[config.mk]
export PLATFORM = sky130hd
export DESIGN_NAME = mem_access_unit
export DESIGN_NICKNAME = d
export VERILOG_FILES = /design/src/rtl/uarch_pkg.sv /design/src/rtl/mem_access_unit_load_align_ext.sv /design/src/rtl/mem_access_unit.sv
export SDC_FILE = /design/constraint.sdc
export NUM_CORES = 1
export LEC_CHECK = 0
export ABC_AREA = 1
export CORE_MARGIN = 4
export CORE_UTILIZATION = 44
export CTS_CLUSTER_DIAMETER = 150
export DETAILED_ROUTE_END_ITERATION = 8
export MAX_ROUTING_LAYER = met4
export PLACE_DENSITY = 0.82
export SYNTH_ARGS = -nofsm -noshare
export SYNTH_HDL_FRONTEND = slang
export SYNTH_SLANG_ARGS = --single-unit
[constraint.sdc]
create_clock -name clk -period 1.85 [get_ports clk]
set_input_delay 0.37 -clock clk [delete_from_list [all_inputs] [get_ports clk]]
set_output_delay 0.37 -clock clk [all_outputs]
set_load 0.1 [all_outputs]
[src/rtl/uarch_pkg.sv]
// Shared micro-architecture types for the memory execution path: lsq op,
// CDB writeback packet, memory-stage FSM states and LSU funct3 encodings.
package uarch_pkg;

  localparam int CPU_DATA_BITS = 32;
  localparam int ROB_TAG_W     = 6;

  typedef enum logic [2:0] {
    IDLE,
    REQ,
    WAIT,
    WB,
    DRAIN
  } mau_state_e;

  localparam logic [2:0] F3_LB  = 3'b000;
  localparam logic [2:0] F3_LH  = 3'b001;
  localparam logic [2:0] F3_LW  = 3'b010;
  localparam logic [2:0] F3_LBU = 3'b100;
  localparam logic [2:0] F3_LHU = 3'b101;
  localparam logic [2:0] F3_SB  = 3'b000;
  localparam logic [2:0] F3_SH  = 3'b001;
  localparam logic [2:0] F3_SW  = 3'b010;

  typedef struct packed {
    logic [CPU_DATA_BITS-1:0] data;
  } operand_t;

  typedef struct packed {
    logic                 is_valid;
    logic [ROB_TAG_W-1:0] dest_tag;
    operand_t             src_0_a;
    operand_t             src_1_a;
    logic [2:0]           funct3;
    logic                 is_store;
  } instruction_t;

  typedef struct packed {
    logic                     is_valid;
    logic [ROB_TAG_W-1:0]     dest_tag;
    logic [CPU_DATA_BITS-1:0] result;
    logic                     exception;
  } writeback_packet_t;

endpackage

[src/rtl/mem_access_unit_load_align_ext.sv]
// Combinational load formatter: selects the byte/half lane of the returned
// word and sign- or zero-extends it. Zero latency, no flow control.
import uarch_pkg::*;

module load_align_ext #(
  parameter int XLEN = CPU_DATA_BITS
) (
  input  logic [1:0]      addr_lo,
  input  logic [2:0]      funct3,
  input  logic [XLEN-1:0] word,
  output logic [XLEN-1:0] value
);

  logic [XLEN-1:0] byte_sh;
  logic [XLEN-1:0] half_sh;

  assign byte_sh = word >> {addr_lo, 3'b000};
  assign half_sh = word >> {addr_lo[1], 4'b0000};

  always_comb begin
    value = word;
    case (funct3)
      F3_LB:   value = {{(XLEN-8){byte_sh[7]}}, byte_sh[7:0]};
      F3_LBU:  value = {{(XLEN-8){1'b0}}, byte_sh[7:0]};
      F3_LH:   value = {{(XLEN-16){half_sh[15]}}, half_sh[15:0]};
      F3_LHU:  value = {{(XLEN-16){1'b0}}, half_sh[15:0]};
      default: value = word;
    endcase
  end

endmodule

[src/rtl/mem_access_unit.sv]
// Single-entry load/store stage between the lsq and the CDB: one op in flight,
// request held until dcache accepts, writeback held until the CDB grants.
import uarch_pkg::*;

module mem_access_unit #(
  parameter int ADDR_W = 32,
  parameter int XLEN   = CPU_DATA_BITS
) (
  input  logic              clk,
  input  logic              rst,
  input  logic              flush,
  input  instruction_t      execute_pkt,
  output logic              exec_rdy,
  output logic              dcache_req_valid,
  input  logic              dcache_req_ready,
  output logic [ADDR_W-1:0] dcache_req_addr,
  output logic              dcache_req_we,
  output logic [XLEN-1:0]   dcache_req_wdata,
  output logic [3:0]        dcache_req_wmask,
  input  logic              dcache_resp_valid,
  input  logic [XLEN-1:0]   dcache_resp_data,
  input  logic              cache_stall,
  output writeback_packet_t wb_pkt,
  input  logic              wb_grant
);

  mau_state_e           state_q, state_d;
  logic [1:0]           addr_lo_q;
  logic [2:0]           funct3_q;
  logic [ROB_TAG_W-1:0] wb_tag_q;
  logic [XLEN-1:0]      wb_result_q;
  logic                 wb_exc_q;

  logic              accept, req_fire, misaligned;
  logic [ADDR_W-1:0] acc_addr;
  logic [3:0]        st_mask;
  logic [XLEN-1:0]   st_wdata;
  logic [XLEN-1:0]   ld_value;

  assign acc_addr         = execute_pkt.src_0_a.data[ADDR_W-1:0];
  assign exec_rdy         = (state_q == IDLE) && !flush;
  assign accept           = execute_pkt.is_valid && exec_rdy;
  assign dcache_req_valid = (state_q == REQ) && !cache_stall;
  assign req_fire         = dcache_req_valid && dcache_req_ready;

  assign wb_pkt.is_valid  = (state_q == WB);
  assign wb_pkt.dest_tag  = wb_tag_q;
  assign wb_pkt.result    = wb_result_q;
  assign wb_pkt.exception = wb_exc_q;

  always_comb begin
    misaligned = 1'b0;
    case (execute_pkt.funct3[1:0])
      2'b01:   misaligned = acc_addr[0];
      2'b10:   misaligned = |acc_addr[1:0];
      default: misaligned = 1'b0;
    endcase
  end

  // Lanes are replicated so the cache only has to honour wmask.
  always_comb begin
    st_mask  = 4'b1111;
    st_wdata = execute_pkt.src_1_a.data;
    case (execute_pkt.funct3[1:0])
      2'b00: begin
        st_mask  = 4'b0001 << acc_addr[1:0];
        st_wdata = {4{execute_pkt.src_1_a.data[7:0]}};
      end
      2'b01: begin
        st_mask  = 4'b0011 << {acc_addr[1], 1'b0};
        st_wdata = {2{execute_pkt.src_1_a.data[15:0]}};
      end
      default: ;
    endcase
    if (!execute_pkt.is_store) st_mask = 4'b0000;
  end

  load_align_ext #(.XLEN(XLEN)) u_align (
    .addr_lo (addr_lo_q),
    .funct3  (funct3_q),
    .word    (dcache_resp_data),
    .value   (ld_value)
  );

  always_comb begin
    state_d = state_q;
    case (state_q)
      IDLE:  if (accept) state_d = misaligned ? WB : REQ;
      REQ: begin
        // A request that fires alongside a flush is already with the cache.
        if (req_fire)   state_d = dcache_req_we ? (flush ? IDLE : WB) : (flush ? DRAIN : WAIT);
        else if (flush) state_d = IDLE;
      end
      WAIT: begin
        if (dcache_resp_valid) state_d = flush ? IDLE : WB;
        else if (flush)        state_d = DRAIN;
      end
      WB:    if (wb_grant || flush) state_d = IDLE;
      DRAIN: if (dcache_resp_valid) state_d = IDLE;
      default: state_d = IDLE;
    endcase
  end

  always_ff @(posedge clk) begin
    if (rst) begin
      state_q          <= IDLE;
      addr_lo_q        <= '0;
      funct3_q         <= '0;
      dcache_req_addr  <= '0;
      dcache_req_we    <= 1'b0;
      dcache_req_wdata <= '0;
      dcache_req_wmask <= '0;
      wb_tag_q         <= '0;
      wb_result_q      <= '0;
      wb_exc_q         <= 1'b0;
    end else begin
      state_q <= state_d;
      if (accept) begin
        addr_lo_q        <= acc_addr[1:0];
        funct3_q         <= execute_pkt.funct3;
        dcache_req_addr  <= {acc_addr[ADDR_W-1:2], 2'b00};
        dcache_req_we    <= execute_pkt.is_store;
        dcache_req_wdata <= st_wdata;
        dcache_req_wmask <= st_mask;
        wb_tag_q         <= execute_pkt.dest_tag;
        wb_exc_q         <= misaligned;
        wb_result_q      <= misaligned ? XLEN'(acc_addr) : '0;
      end
      if (state_q == WAIT && dcache_resp_valid && !flush) wb_result_q <= ld_value;
    end
  end

endmodule
Word level (Yosys, flattened, before mapping). Cells that the tools add are included.

Output and inout bits: 111. Input port bits: 114. Word-level logic and storage cells: 63. Bits in registers: 114.

Muxes and demuxes: 20. Reduce and logical (&&, ||, !) cells: 15. Equality and inequality tests: 14. Shift-type cells: 4.

Operator list (number): $pmux W32 S4 (1); $mux W32 (3); $pmux W32 S2 (1); $shr A32 B5 Y16 (1); $shr A32 B5 Y8 (1); $mux W3 (9); $pmux W3 S5 (1); $eq A3 B3 Y1 const B (3); $pmux W4 S2 (1); $eq A3 B1 Y1 const B (2); $eq A3 B2 Y1 const B (2); $logic_and A1 B1 Y1 (6); $logic_not A3 Y1 (2); $ne A3 B3 Y1 const B (2); $reduce_and A5 Y1 (1); $mux W2 (2); $mux W4 (1); $ne A2 B2 Y1 const B (2); $shl A1 B2 Y4 const A (1); $shl A2 B2 Y4 const A (1); $eq A2 B1 Y1 const B (1); $eq A2 B2 Y1 const B (1); $logic_not A1 Y1 (2); $logic_not A2 Y1 (1); other kinds (5) (5).

Longest topological paths before layout. Gate-level depths: netlist of run 1.

Depth after elaboration: 5. Mapped depth: 12.

Hierarchy. From an unflattened synthesis of run 1, not the netlist that was laid out.

Cells, all modules: 804. Area total of the unflattened synthesis: 5664.2 um^2.

Modules (own cells, without submodules): mem_access_unit (area an instance 4792.1 um^2, cells each 635, instances 1); load_align_ext (area an instance 872.1 um^2, cells each 169, instances 1).

Worst setup path after synthesis of run 1. No wires, ideal clock.

Path type: register -> output. From: register state_q[0]. To: output port dcache_req_valid. Arrival time: 3.351 ns. Cell stages (with the launch flop): 3. Path slack: -1.871 ns. Cells stage by stage: dfxtp_1 inv_1 nor4_1.

Longest elaborated chain between the ends: 2.

RTL lines: start: declaration (line mem_access_unit.sv:27) `mau_state_e state_q, state_d;`; start signal: assignment (line mem_access_unit.sv:117) `state_q <= state_d;`; $eq A3 B1 Y1 (line mem_access_unit.sv:43) `assign dcache_req_valid = (state_q == REQ) && !cache_stall;`; $logic_and A1 B1 Y1 (line mem_access_unit.sv:43); end: declaration (line mem_access_unit.sv:14) `output logic dcache_req_valid,`.

Every way passes these cells.

Worst setup path in the final report of run 1.
From: input port cache_stall. To: output port dcache_req_valid.

Longest elaborated chain between the ends: 2.

RTL lines: start: declaration (line mem_access_unit.sv:22) `input logic cache_stall,`; $logic_not A1 Y1 (line mem_access_unit.sv:43); $logic_and A1 B1 Y1 (line mem_access_unit.sv:43).

Every way passes these cells.

==> results of run 1 <==
==> layout by cell type (no fill, tap or decap), types with 2 or more instances in the layout <==
cell	n
sky130_fd_sc_hd__a31oi_1	8
sky130_fd_sc_hd__clkbuf_16	17
sky130_fd_sc_hd__inv_2	7
sky130_fd_sc_hd__nor3_2	6
sky130_fd_sc_hd__buf_4	42
sky130_fd_sc_hd__nand2_1	224
sky130_fd_sc_hd__nor2_2	4
sky130_fd_sc_hd__o21ai_0	75
sky130_fd_sc_hd__o21ai_1	14
sky130_fd_sc_hd__a21oi_1	125
sky130_fd_sc_hd__conb_1	2
sky130_fd_sc_hd__inv_1	60
sky130_fd_sc_hd__nand2_2	3
sky130_fd_sc_hd__buf_12	116
sky130_fd_sc_hd__o211ai_1	2
sky130_fd_sc_hd__dfxtp_1	112
sky130_fd_sc_hd__nor3_1	3
sky130_fd_sc_hd__nand3_1	36
sky130_fd_sc_hd__nor2_1	67
sky130_fd_sc_hd__clkinv_2	3
sky130_fd_sc_hd__ha_1	3
sky130_fd_sc_hd__nand3_2	3
sky130_fd_sc_hd__clkbuf_8	5
sky130_fd_sc_hd__nand4_1	2
sky130_fd_sc_hd__clkdlybuf4s50_1	112
sky130_fd_sc_hd__nor2_4	5
sky130_fd_sc_hd__a22oi_2	2
sky130_fd_sc_hd__nand2_4	4
sky130_fd_sc_hd__clkbuf_1	2
sky130_fd_sc_hd__o22ai_1	8
==> final timing paths <==
kind / startpoint / endpoint / slack [ns] / depth (start not counted)
hold reg to reg: wb_tag_q[1] / wb_tag_q[1] / 0.47 / 2
setup reg to reg: state_q[2] / funct3_q[2] / 0.19 / 8
setup / recovery: cache_stall / dcache_req_valid / 0.07 / 3
hold / removal: wb_tag_q[1] / wb_tag_q[1] / 0.47 / 2
==> synth_stat cells, drive strengths merged, types with 3 or more instances <==
master / n / area share (%)
inv: 67 / 4.5
ha: 3 / 0.67
nor3: 9 / 0.81
a21oi: 125 / 11
a31oi: 8 / 0.90
a22oi: 3 / 0.40
nand3: 39 / 3.8
o21ai: 89 / 8.0
nand2: 230 / 16
buf: 35 / 4.1
dfxtp: 114 / 41
nor2: 76 / 5.7
clkbuf: 19 / 1.3
o22ai: 8 / 0.90
==> cell type report <==
class	instances	area, sq um
multi-input combinational	598	2820
tap	168	210.2
fill	820	2321
inverter	68	255.2
clock buffer	24	501.7
sequential	114	2287
timing repair buffer	271	3764
clock inverter	5	52.55
==> sequential cells by signal, indices dropped and copies added, names as in the netlist <==
name              count
addr_lo_q             2
dcache_req_addr      30
dcache_req_wdata     32
dcache_req_we         1
dcache_req_wmask      4
funct3_q              3
state_q               3
wb_exc_q              1
wb_result_q          32
wb_tag_q              6
==> logic make-up after synthesis <==
group	synth area share, %
other	0.06743
and+or+nand+nor	26.52
buffers and inverters	9.966
AOI/OAI and AO/OA	21.73
DFF	41.03
adders and majority gates	0.6750
==> worst max-delay path, cell delays in order <==
cell,delay (ns)
sky130_fd_sc_hd__clkdlybuf4s50_1,0.48
sky130_fd_sc_hd__nor4_4,0.35
sky130_fd_sc_hd__buf_12,0.21
==> layer usage <==
| metal | vias up | share of wire, % | GRT usage, % |
|---|---|---|---|
| li1 | 3199 | - | - |
| met1 | 3061 | 38 | 33.61 |
| met2 | 343 | 49 | 49.88 |
| met3 | 70 | 8.5 | 8.513 |
| met4 | 0 | 4.0 | 13.31 |
| met5 | - | 0 | - |
==> timing repair <==
| action | 4_1_cts | 5_1_grt |
|---|---|---|
| resized for setup | 0 | 8 |
| buffers inserted | 0 | 4 |
| setup endpoints to repair | 0 | 23 |
==> stage by stage <==
stage	util (%)	hold WS, ns	setup slack, ns	setup TNS (ns)
finish	80.99	0.4747	0.06553	0
detailed placement	76.03	0.4674	-0.3431	-11.61
global placement	76.03	0.4543	-0.2444	-7.948
CTS	80.57	0.4763	0.02244	0
global route	80.99	0.5067	0.003286	0
floorplan	-	0.4583	-0.03247	-0.2707
==> power breakdown <==
group          internal (W)  leakage [nW]  total, W  switching, W
clock network       0.00199         0.274   0.00309       0.00110
registers           0.00288         0.933   0.00331      0.000432
logic               0.00248          3.03   0.00711       0.00463
total               0.00734          4.23    0.0135       0.00617
==> flow_metrics.tcl, run 1 <==
set metrics [dict create \
    status "completed" \
    floorplan.die_area_sq_mm 0.01450 \
    numCtsBuffers 17 \
    timing.final.setup_violations 0 \
    final-max-slew-violation-count 0 \
    leakagePower_nw 4.234 \
    grt_antenna_before_repair 0 \
    track_usage_pct 29.97 \
    grt_pass1_vias 6535 \
    dpl-instance-area_sq_mm 0.009285 \
    tightestPinTransition_ns 0.5996 \
    final_hold_viol_count 0 \
    detailed_place_hpwl_mm 15.85 \
    starting_utilization_of_the_core_area_pct 45.54 \
    clock-sinks 114 \
    post_drt_wl_per_cell_microns 17.43 \
    post_route_cells_drive_above_1_share_pct 20.65 \
    place.detailed.instances 1215 \
    crit_required_ns 1.48 \
    arrival_ns 1.41 \
    dr.pass1.iters 5 \
    number_of_diodes 0 \
    synth_top_flop_cell "sky130_fd_sc_hd__dfxtp_1" \
    power_per_cell_area_mw_per_mm2 1366 \
    clk-insertion-delay-late_ns 0.42 \
    max-vdd-ir-drop_mv 0.8356 \
    clockRootBuffer "sky130_fd_sc_hd__clkbuf_16" \
    synthesis_warnings 0 \
    crit_path_end_kind "primary output" \
    final_net_count 1187 \
    syn-mean-instance-area_sq_um 6.685 \
    yosys_register_bits 114 \
    async_reset_ff_share_pct 0 \
    gpl.final_weighted_congestion 0.9459 \
    fmax_mhz 560.4 \
    io_pins 225 \
    clk_pin_slew_worst_paths_ns 0.05 \
    cts.hold.buffers_added 0 \
    routed_wl_mm 21.75 \
    path_class "input port to primary output" \
    via_count 6673 \
    post-layout-total-power_w 0.01351 \
    detail_route.drc_violations 0 \
    vias_per_cell 5.347 \
    grt-ovfl-total 0 \
    max_cap_violation_count 0 \
    final.min_clock_period_ns 1.784 \
    maximum_number_of_pins_on_one_net_before_global_route_repair 60 \
    drtAntennaViolNets 0 \
    finClkSkew_ns 0.004551 \
    rsz0062_at_grt "false" \
    relSlewSlack_pct 60.03 \
    chip_height_microns 120.4 \
    post_synth_instance_area_sq_mm 0.005562 \
    netlist_instances 832 \
    drt_iter0_drcs 591 \
    yosysSeqAreaShare_pct 41.03 \
    htreeDepth 4 \
    worstSetupStartpointType "input port" \
    die_width_microns 120.4 \
    cts-root-to-sink-buffers 2 \
    synth-edff-count 0 \
    timing.final.crit_share_pct 96.46 \
    hold_class "register to register" \
    cts_tree "yes" \
    row_count 40 \
    crit_path_max_fanout 3 \
    layout.cells.non_filler 1248 \
    postLayoutCellArea_sq_mm 0.009891 \
    design.core.area_sq_mm 0.01221 \
    flow.area_growth_from_synthesis_pct 77.84 \
    yosys.cell_types.count 28 \
    first_pass_grt_wire_length_mm 33.04 \
    port-buffer-count 222 \
]
Power figures use the tool's default switching activity.
==> run 2, diff against run 1 <==
--- a/config.mk
+++ b/config.mk
@@ -12,6 +12,7 @@
 export DETAILED_ROUTE_END_ITERATION = 8
 export MAX_ROUTING_LAYER = met4
 export PLACE_DENSITY = 0.82
+export REMOVE_ABC_BUFFERS = 1
 export SYNTH_ARGS = -nofsm -noshare
 export SYNTH_HDL_FRONTEND = slang
 export SYNTH_SLANG_ARGS = --single-unit
==> flow_metrics.tcl, run 2 (same netlist as run 1, synthesis figures left out) <==
set metrics [dict create \
    first_pass_grt_wire_length_mm 32.60 \
    r2r_setup_slack_ns 0.15 \
    clock-sinks 114 \
    worst_path_most_repeated_cell "sky130_fd_sc_hd__nor2_4" \
    via_count 6683 \
    arrival_ns 1.44 \
    worst_path_largest_cell_delay_ns 0.38 \
    timing.final.crit_share_pct 97.75 \
    drtAntennaViolNets 0 \
    layout.cells.most_common "sky130_fd_sc_hd__nand2_1" \
    path_class "register to primary output" \
    clk_pin_slew_worst_paths_ns 0.05 \
    grt-ovfl-total 0 \
    routed_wl_mm 21.08 \
    vias_per_cell 5.364 \
    worstSetupStartpointType "register" \
    final_hold_viol_count 0 \
    flow.area_growth_from_synthesis_pct 76.42 \
    design.core.area_sq_mm 0.01221 \
    maximum_number_of_pins_on_one_net_before_global_route_repair 60 \
    timing.critical_path.max_delay_family "flip-flops" \
    io_pins 225 \
    post_route_cells_drive_above_1_share_pct 19.94 \
    row_count 40 \
    port-buffer-count 222 \
    crit_path_end_kind "primary output" \
    fillCellCount 787 \
    max_cap_violation_count 0 \
    clk-insertion-delay-late_ns 0.42 \
    largest_registers "dcache_req_wdata: 32 flops, wb_result_q: 32 flops, dcache_req_addr: 30 flops" \
    starting_utilization_of_the_core_area_pct 45.54 \
    post_drt_wl_per_cell_microns 16.91 \
    power_per_cell_area_mw_per_mm2 1395 \
    detailed_place_hpwl_mm 14.87 \
    htreeDepth 4 \
    path_buf_inv 2 \
    crit_chain "nor2_4, nand2_2, nor2_4, buf_4, buf_12" \
    gpl.final_weighted_congestion 0.9572 \
    drt_iter0_drcs 584 \
    dr.pass1.iters 5 \
    status "completed" \
    layout.cells.non_filler 1246 \
    hold_class "input port to register" \
    timing.final.setup_violations 0 \
    rsz0062_at_grt "true" \
    worst_path_max_delay_cell "sky130_fd_sc_hd__dfxtp_2" \
    chip_height_microns 120.4 \
    place.detailed.instances 1212 \
    die_width_microns 120.4 \
    final_net_count 1182 \
    crit_required_ns 1.48 \
    detail_route.drc_violations 0 \
    floorplan.die_area_sq_mm 0.01450 \
    tightestPinTransition_ns 0.6315 \
    max-vdd-ir-drop_mv 0.8858 \
    postLayoutCoreUtil_pct 80.35 \
    cts-root-to-sink-buffers 2 \
    track_usage_pct 29.10 \
    leakagePower_nw 4.227 \
    final.min_clock_period_ns 1.808 \
    grt_pass1_vias 6681 \
    grt_antenna_before_repair 0 \
    final-max-slew-violation-count 0 \
    fmax_mhz 553.0 \
    number_of_diodes 0 \
    finClkSkew_ns 0.008947 \
    most-common-layout-cells "sky130_fd_sc_hd__nand2_1 (224), sky130_fd_sc_hd__a21oi_1 (125), sky130_fd_sc_hd__buf_12 (112)" \
    clockRootBuffer "sky130_fd_sc_hd__clkbuf_16" \
    cts_tree "yes" \
    relSlewSlack_pct 57.90 \
    crit_path_max_fanout 7 \
    numCtsBuffers 17 \
]
-- run 2: changes by cell type in the layout (fill, tap and decap cells not counted), sizes merged --
cell	before	now
buf	159	154
clkinv	4	9
bufinv	1	3
clkbuf	24	22
clkdlybuf4s50	112	111
clkinvlp	1	0
dlymetal6s2s	0	1
nand2	231	230
-- run 2: worst min-delay path, stage by stage --
cell	delay (ns)
sky130_fd_sc_hd__buf_2	0.09
sky130_fd_sc_hd__inv_1	0.06
sky130_fd_sc_hd__buf_12	0.17
sky130_fd_sc_hd__nand2_1	0.10
sky130_fd_sc_hd__inv_1	0.03
-- run 2: cell type report --
class                   instances  area (sq um)  area share (%)
repair buffers                267          3690           37.61
multi-input cells             597          2761           28.14
flip-flops and latches        114          2288           23.32
clock buffers                  21         470.5           4.795
inverters                      68         257.7           2.627
well taps                     168         210.2           2.142
clock inverters                11         133.9           1.364
-- run 2: path summary, 6_finish.rpt --
check              start             end  depth (start not counted)
min                  rst  wb_result_q[4]                          5
max reg2reg  funct3_q[1]  wb_result_q[4]                          9
min reg2reg  wb_tag_q[0]     wb_tag_q[0]                          2
max           state_q[2]        exec_rdy                          5
-- run 2: timing repair --
item,in CTS,in global routing
setup buffers,0,1
gates cloned,0,1
setup endpoints to repair,2,32
hold buffers,0,0
resized for setup,3,16
pin swaps,0,2
-- run 2: through the flow --
stage	total power, W	hold WS (ns)	setup slack, ns	area (sq um)	TNS (ns)
4_1_cts	0.01362	0.4763	0.01198	9758	0
5_1_grt	0.01422	0.4929	-0.01372	9812	-0.01372
6_report	0.01369	0.4494	0.04162	9812	0
3_3_place_gp	0.01011	0.4866	-0.2382	9145	-9.229
2_1_floorplan	0.007367	0.4391	-1.871	5266	-82.69
3_5_place_dp	0.01021	0.4917	-0.3075	9145	-11.85
-- run 2: report_power, final --
part	total [W]	switching [W]	leakage (nW)	internal [W]
combinational	0.00699	0.00456	2.99	0.00243
clock	0.00335	0.00115	0.306	0.00221
sequential	0.00335	0.000462	0.933	0.00288
total	0.0137	0.00617	4.23	0.00752
-- run 2: metal layers --
layer	global-route usage, %	wire length [microns]	vias up
met3	9.074	2047	80
met2	49.46	10470	353
met5	-	0	-
li1	-	-	3186
met4	13.03	912	0
met1	31.22	7646	3064
